## config.mk

```make
export PLATFORM = sky130hd
export DESIGN_NAME = gcd_feeder
export DESIGN_NICKNAME = d
export VERILOG_FILES = /design/src/rtl/gcd_feeder.sv
export SDC_FILE = /design/constraint.sdc
export NUM_CORES = 1
export LEC_CHECK = 0
export BUFFER_PORTS_ARGS = -buffer_cell sky130_fd_sc_hd__buf_2
export CELL_PAD_IN_SITES_DETAIL_PLACEMENT = 0
export CELL_PAD_IN_SITES_GLOBAL_PLACEMENT = 2
export CORE_AREA = 2 2 155 157
export CTS_CLUSTER_SIZE = 8
export DETAILED_ROUTE_END_ITERATION = 10
export DIE_AREA = 0 0 157 159
export PLACE_DENSITY_LB_ADDON = 0.1
export SLEW_MARGIN = 20
export SYNTH_ARGS = -nofsm -noshare
export SYNTH_HDL_FRONTEND = slang
export SYNTH_SLANG_ARGS = --single-unit
```

## constraint.sdc

```tcl
create_clock -name clk -period 8 [get_ports clk]
set_clock_uncertainty 0.1 [all_clocks]
set_input_delay 1.6 -clock clk [delete_from_list [all_inputs] [get_ports clk]]
set_output_delay 1.6 -clock clk [all_outputs]
set_load 0.1 [all_outputs]
```

## src/rtl/gcd_feeder.sv

```systemverilog
// gcd_feeder: upstream sequencer for a subtractive GCD datapath/controller.
// Buffers operand pairs in a small FIFO, drives the GCD unit's shared operand
// bus (A on the start cycle, B on the following cycle), waits for done or a
// timeout, then presents the result on a valid/ready output. Pairs with a
// zero operand never reach the GCD unit; their result is formed here.
//
//   state  | meaning
//   -------+---------------------------------------------------------------
//   CLR    | pulse gcd_clr for one cycle, returning the GCD unit to load-A
//   IDLE   | wait for a queued pair; pop it into the holding registers
//   LOAD_A | gcd_start = 1, operand bus carries A
//   LOAD_B | operand bus carries B, timeout counter cleared
//   WAIT   | operand bus holds B, count cycles until done or timeout
//   HOLD   | out_valid = 1, result held until the consumer takes it
module gcd_feeder #(
  parameter int WIDTH   = 16,
  parameter int DEPTH   = 4,
  parameter int TIMEOUT = 1023
) (
  input  logic             clk,
  input  logic             rst,
  input  logic             in_valid,
  output logic             in_ready,
  input  logic [WIDTH-1:0] in_a,
  input  logic [WIDTH-1:0] in_b,
  output logic             gcd_clr,
  output logic             gcd_start,
  output logic [WIDTH-1:0] gcd_data_in,
  input  logic             gcd_done,
  input  logic [WIDTH-1:0] gcd_result,
  output logic             out_valid,
  input  logic             out_ready,
  output logic [WIDTH-1:0] out_gcd,
  output logic             out_err,
  output logic             busy
);

  localparam int AW = $clog2(DEPTH);
  localparam int CW = $clog2(DEPTH + 1);
  localparam int TW = $clog2(TIMEOUT + 1);

  typedef enum logic [2:0] {
    S_CLR    = 3'd0,
    S_IDLE   = 3'd1,
    S_LOAD_A = 3'd2,
    S_LOAD_B = 3'd3,
    S_WAIT   = 3'd4,
    S_HOLD   = 3'd5
  } state_t;

  state_t state, state_nxt;

  logic [WIDTH-1:0] fifo_a [DEPTH];
  logic [WIDTH-1:0] fifo_b [DEPTH];
  logic [AW-1:0]    wr_ptr, rd_ptr;
  logic [CW-1:0]    count;
  logic             full, empty;
  logic             push, pop;
  logic [WIDTH-1:0] head_a, head_b;
  logic             head_zero;

  logic [WIDTH-1:0] a_reg, b_reg;
  logic [TW-1:0]    tmo_cnt;
  logic             timeout_hit;

  assign full      = (count == CW'(DEPTH));
  assign empty     = (count == '0);
  assign in_ready  = !full && !rst;
  assign push      = in_valid && in_ready;
  assign pop       = (state == S_IDLE) && !empty;
  assign head_a    = fifo_a[rd_ptr];
  assign head_b    = fifo_b[rd_ptr];
  assign head_zero = (head_a == '0) || (head_b == '0);

  // Last WAIT cycle before the abort: counter started at 0 on WAIT entry.
  assign timeout_hit = (tmo_cnt == TW'(TIMEOUT - 1));

  // FIFO storage: contents are don't-care while the entry is not occupied.
  always_ff @(posedge clk) begin
    if (push) begin
      fifo_a[wr_ptr] <= in_a;
      fifo_b[wr_ptr] <= in_b;
    end
  end

  // FIFO pointers and occupancy; pointers wrap naturally at DEPTH.
  always_ff @(posedge clk or posedge rst) begin
    if (rst) begin
      wr_ptr <= '0;
      rd_ptr <= '0;
      count  <= '0;
    end else begin
      if (push) wr_ptr <= wr_ptr + AW'(1);
      if (pop)  rd_ptr <= rd_ptr + AW'(1);
      case ({push, pop})
        2'b10:   count <= count + CW'(1);
        2'b01:   count <= count - CW'(1);
        default: count <= count;
      endcase
    end
  end

  // FSM state register.
  always_ff @(posedge clk or posedge rst) begin
    if (rst) state <= S_CLR;
    else     state <= state_nxt;
  end

  // FSM next-state logic.
  always_comb begin
    state_nxt = state;
    case (state)
      S_CLR:    state_nxt = S_IDLE;
      S_IDLE: begin
        if (!empty) state_nxt = head_zero ? S_HOLD : S_LOAD_A;
      end
      S_LOAD_A: state_nxt = S_LOAD_B;
      S_LOAD_B: state_nxt = S_WAIT;
      S_WAIT: begin
        if (gcd_done || timeout_hit) state_nxt = S_HOLD;
      end
      S_HOLD: begin
        if (out_ready) state_nxt = S_CLR;
      end
      default:  state_nxt = S_CLR;
    endcase
  end

  // FSM outputs: GCD unit control, operand bus and status.
  always_comb begin
    gcd_clr     = 1'b0;
    gcd_start   = 1'b0;
    gcd_data_in = '0;
    out_valid   = 1'b0;
    case (state)
      S_CLR:    gcd_clr = 1'b1;
      S_LOAD_A: begin
        gcd_start   = 1'b1;
        gcd_data_in = a_reg;
      end
      S_LOAD_B: gcd_data_in = b_reg;
      S_WAIT:   gcd_data_in = b_reg;
      S_HOLD:   out_valid = 1'b1;
      default:  ;
    endcase
  end

  assign busy = (state != S_IDLE) || !empty;

  // Holding registers, timeout counter and the result registers. The result
  // is only written on entry to HOLD, so it stays put while the consumer stalls.
  always_ff @(posedge clk or posedge rst) begin
    if (rst) begin
      a_reg   <= '0;
      b_reg   <= '0;
      tmo_cnt <= '0;
      out_gcd <= '0;
      out_err <= 1'b0;
    end else begin
      if (pop) begin
        a_reg <= head_a;
        b_reg <= head_b;
        if (head_zero) begin
          out_gcd <= head_a | head_b;
          out_err <= 1'b0;
        end
      end
      if (state == S_LOAD_B) tmo_cnt <= '0;
      if (state == S_WAIT) begin
        if (gcd_done) begin
          out_gcd <= gcd_result;
          out_err <= 1'b0;
        end else if (timeout_hit) begin
          out_gcd <= '0;
          out_err <= 1'b1;
        end else begin
          tmo_cnt <= tmo_cnt + TW'(1);
        end
      end
    end
  end

endmodule

```

After elaboration in Yosys (flattened, before gate mapping)
Memories as Yosys holds them, arrays and structs flattened.
Cells that the tools add are included.
{"block": "totals", "out_inout_bits": 38, "register_bits": 69, "in_bits": 53, "n_memories": 2, "ram_bits": 128, "elab_cells": 72}
{"name": "fifo_a", "words": 4, "word_bits": 16, "rd": 1, "rd_clocked_by_memory_dff": 0, "write_ports": 1, "line": "53", "text": "logic [WIDTH-1:0] fifo_a [DEPTH];"}
{"name": "fifo_b", "words": 4, "word_bits": 16, "rd": 1, "rd_clocked_by_memory_dff": 0, "write_ports": 1, "line": "54", "text": "logic [WIDTH-1:0] fifo_b [DEPTH];"}
{"block": "classes", "n_eq_ne": 13, "bitwise": 1, "reduce_logical": 16, "n_mux": 26, "addsub": 5}
{"cell": "16-bit two-way mux", "n": 5}
{"cell": "10-bit two-way mux", "n": 4}
{"cell": "16-bit zero test", "n": 2}
{"cell": "16-bit case mux with 2 select lines", "n": 1}
{"cell": "3-bit case mux with 6 select lines", "n": 1}
{"cell": "16-bit OR", "n": 1}
{"cell": "3-bit two-way mux", "n": 4}
{"cell": "10-bit by 1-bit adder with 10-bit output (second input constant)", "n": 1}
{"cell": "10-bit equality test (second input constant)", "n": 1}
{"cell": "1-bit two-way mux", "n": 10}
{"cell": "3-bit equality test (second input constant)", "n": 3}
{"cell": "3-bit by 2-bit equality test with 1-bit output (second input constant)", "n": 2}
{"cell": "3-bit zero test", "n": 2}
{"cell": "2-bit != test (second input constant)", "n": 3}
{"cell": "3-bit case mux with 2 select lines", "n": 1}
{"cell": "2-bit by 1-bit adder with 2-bit output (second input constant)", "n": 2}
{"cell": "3-bit by 1-bit adder with 3-bit output (second input constant)", "n": 1}
{"cell": "3-bit by 1-bit equality test with 1-bit output (second input constant)", "n": 1}
{"cell": "1-bit logical AND", "n": 3}
{"cell": "1-bit zero test", "n": 3}
{"cell": "1-bit logical OR", "n": 3}
{"cell": "3-bit by 1-bit != test with 1-bit output (second input constant)", "n": 1}
{"cell": "3-bit AND reduction", "n": 1}
{"cell": "3-bit by 1-bit subtractor with 3-bit output (second input constant)", "n": 1}
{"cell": "other kinds (4)", "n": 4}

Longest topological paths before layout
An unclocked memory read counts as a cell.
{"block": "logic_depth", "ltp_word": 8, "mapped_depth": 11, "ltp_nobuf": 10}

Worst setup path after synthesis
No wires, ideal clock.
{"block": "synth_timing", "path_kind": "input-to-output", "startpoint": "input port rst", "endpoint": "output port in_ready", "path_buffers": 0, "cell_stages": 1, "slack_ns": 3.056, "t_arrival_ns": 3.244, "required_time_ns": 6.300, "path_cell_list": "a31oi_1"}
{"block": "synth_via", "elab_chain_cells": 2}
{"element": "start: declaration", "line": "21", "text": "input logic rst,"}
{"element": "1-bit zero test (no line)"}
{"element": "1-bit logical AND", "line": "68", "text": "assign in_ready = !full && !rst;"}
{"element": "end: declaration", "line": "23", "text": "output logic in_ready,"}
Every way passes these cells.

Final worst setup path
{"block": "layout_timing", "startpoint": "register state[2]", "endpoint": "output port gcd_data_in[14]"}
{"block": "layout_via", "elab_chain_cells": 3, "word_cells_on_any_way": 5, "classes_between": "eq/ne: 3; mux: 1; reduce/logical: 1"}
{"element": "start: declaration", "line": "51", "text": "state_t state, state_nxt;"}
{"element": "start signal: assignment", "line": "106", "text": "else state <= state_nxt;"}
{"element": "3-bit by 2-bit equality test with 1-bit output or 3-bit equality test (tied branches)", "line": "135", "text": "case (state)"}
{"element": "2-bit OR reduction (no line)"}
{"element": "16-bit case mux with 2 select lines *", "line": "135"}
{"element": "end: declaration", "line": "28", "text": "output logic [WIDTH-1:0] gcd_data_in,"}
Mark *: on every way between the ends. The rest lies on a longest branch, timed or not.

==> metrics.txt <==
status completed; Worst Tran Pin Value 941 ps; Crit path buffers/inverters 1; crit-path cells nand3b_1 > nand2_1 > a22o_1 > buf_2; hold_buf cts 0; Async SR Flop Fraction 35.0%; total track usage around 16%; Root Driver clkbuf_16; Filler cells 2122; clk sinks 197; EDFF count, synth 128; Worst Path Required 6300 ps; critical path arrival about 2900 ps; commonest non-fill, non-tap cell in the layout edfxtp_1; synthesized instance count 476; Clock Path Buffers 2; routability cong. approximately 0.7; CP max stage cell nand2_1; dominant synthesized flop cell edfxtp_1; maximum vdd drop 0.000174 V; P per Cell Area roughly 440 nW/um^2; setup TNS 0 ps; fin nets 633; met2 wire len 9.11 mm; pin count of the biggest net entering global routing 70; Initial DRT Pass Iterations 4; Worst R2R Path Depth 8; htree depth 4; clock power share 20.7%; hpwl dp 12.5 mm; Mapped Area 8000 sq um; Hold WS 381 ps; count of final setup violators 0; sw frac 44.5%; Slew Limit Headroom 37.3%; Top Layer Used met4; FF+latch count, synth 197; initial antenna violation count 1; CP top delay family simple AND/OR/NAND/NOR gates; drt wl/cell 20.7 um; CP peak stage delay 740 ps; fin crit period 4550 ps; Hold Crit Class reg2reg; met3 wire length 874 um; post-CTS setup buffers 0; post-synthesis cell type count 44; RSZ-0062 raised after global routing no; Final ANT Viol Nets 0; met1 wire length approximately 8.5 mm; Hold Fails Final Rpt 0; Yosys warnings 0; CTS tree built; Comb power frac between 40% and 50%; Clock Pin Slew Worst Setup and Hold Paths 80 ps; 1st-iter DRT viols 195; most frequent cells in the layout edfxtp_1, buf_2, dfrtp_1; setup ws final between 3000 and 4000 ps; max-slew violation count 0; DRC viols 0; later-pin clock latency in the skew report 430 ps; vias in the first global route between 4000 and 5000; hold depth 1; Final Routed Wirelength around 19 mm; Buffers on Ports 90; Max Clk Rate 220 MHz; initial core utilization 34.5%; routed vias/inst 4.89; average cell area after synthesis 16.8 sq um; max cap viols 0; total gr overflow 0; Largest regs fifo_a (64), fifo_b (64); Flop pwr share 35.9%; area growth from synthesis to layout 18.1%; Resized Gates After CTS 0; syn_nets 537; layout cells sized above 1 36.4%; crit-path max FO 16; pre-CTS WS roughly 3800 ps; core area 23200 sq um; CTS buffer count 17; Die Height around 160 um; vias roughly 4400; Core Rows 56; CP Class reg2out; CP endpoint kind output pin; die footprint between 20000 and 25000 sq um; first-pass GRT wire length between 20 and 30 mm; Seq/Total Area, Yosys 69.6%; Sw Pwr 0.00185 W; Worst setup SP type flip-flop; Design Power between 0.004 and 0.005 W; cell-internal power between 0.002 and 0.0025 W; Ports 91; final core utilization 40.7%; Static Leak 3.56 nW; Final period util 56.8%; die width 157 um; Crit. path cell count 4
-- metrics by stage --
step | area [sq um] | cells
after floorplan | 8000 | 476
after global placement | 8800 | 871
after detailed placement | 8800 | 871
after CTS | 9410 | 903
after global routing | 9450 | 905
final | 9450 | 905
-- cell families after synthesis --
group | share of synthesized area, %
and+or+nand+nor | 5.97
xor gates and xnor gates | 0.766
muxes | 13.6
adders and majority gates | 1.34
AOI/OAI and AO/OA | 5.72
DFF | 69.6
buffers and inverters | 2.94
-- layer usage --
metal  GRT usage (%)  vias to the layer above
li1                -                     2032
met3            3.43                       12
met2            25.5                      100
met1            21.7                     2277
met4            4.63                        0
met5               0                        -
-- worst paths after layout --
kind,from,slack [ps],endpoint
max in group asynchronous,rst,5760,rd_ptr[0]
min in group asynchronous,rst,1360,tmo_cnt[4]
worst min register to register,tmo_cnt[9],380,tmo_cnt[9]
worst max register to register,rd_ptr[0],4300,out_gcd[14]
worst max-delay path,state[2],3450,gcd_data_in[14]
worst min-delay path,tmo_cnt[9],380,tmo_cnt[9]
-- power by group through the flow --
stage / combinational (W) / sequential [W] / clock, W
3_5_place_dp: 0.00181 / 0.00153 / 0
2_1_floorplan: 0.00120 / 0.00171 / 0
3_3_place_gp: 0.00179 / 0.00152 / 0
4_1_cts: 0.00181 / 0.00150 / 0.000891
5_1_grt: 0.00191 / 0.00153 / 0.000931
6_report: 0.00180 / 0.00149 / 0.000862
-- cell type report --
cell class                      instances  area (sq um)  area share, %
Clock inverter                         15           183           1.93
Antenna cell                            1          2.50         0.0265
Tap cell                              319           399           4.22
Sequential cell                       197          5570           59.0
Inverter                               27           101           1.07
Multi-Input combinational cell        229          2220           23.5
Timing Repair Buffer                  100           546           5.77
Clock buffer                           17           425           4.50
-- worst reg2reg max path: stages, from the launching register on --
cell and delay [ps]:
dfrtp_2 590, buf_4 510, mux4_2 660, nor4_1 420
and4_1 330, o21ai_2 80, buf_4 250, nand2_2 410
o221ai_1 200
-- cells in the mapped netlist, types with 3 or more instances --
| cell type | n | area, sq um |
|---|---|---|
| ha_1 | 7 | 87.6 |
| a22o_1 | 16 | 140 |
| nor4_1 | 8 | 50.1 |
| mux4_2 | 32 | 721 |
| o221ai_1 | 8 | 70.1 |
| buf_2 | 5 | 25.0 |
| xnor2_1 | 4 | 35.0 |
| and3_1 | 5 | 31.3 |
| inv_1 | 27 | 101 |
| buf_1 | 3 | 11.3 |
| clkbuf_1 | 9 | 33.8 |
| o211ai_1 | 4 | 30.0 |
| nor3_1 | 4 | 20.0 |
| buf_6 | 5 | 56.3 |
| o221ai_2 | 8 | 120 |
| nand4_1 | 3 | 18.8 |
| mux2_2 | 32 | 360 |
| dfrtp_1 | 69 | 1730 |
| nand3_1 | 9 | 45.0 |
| nor2_1 | 21 | 78.8 |
| and2_1 | 3 | 18.8 |
| nand2_1 | 29 | 109 |
| o21ai_0 | 8 | 40.0 |
| xor2_1 | 3 | 26.3 |
| edfxtp_1 | 128 | 3840 |
Power figures use the tool's default switching activity.
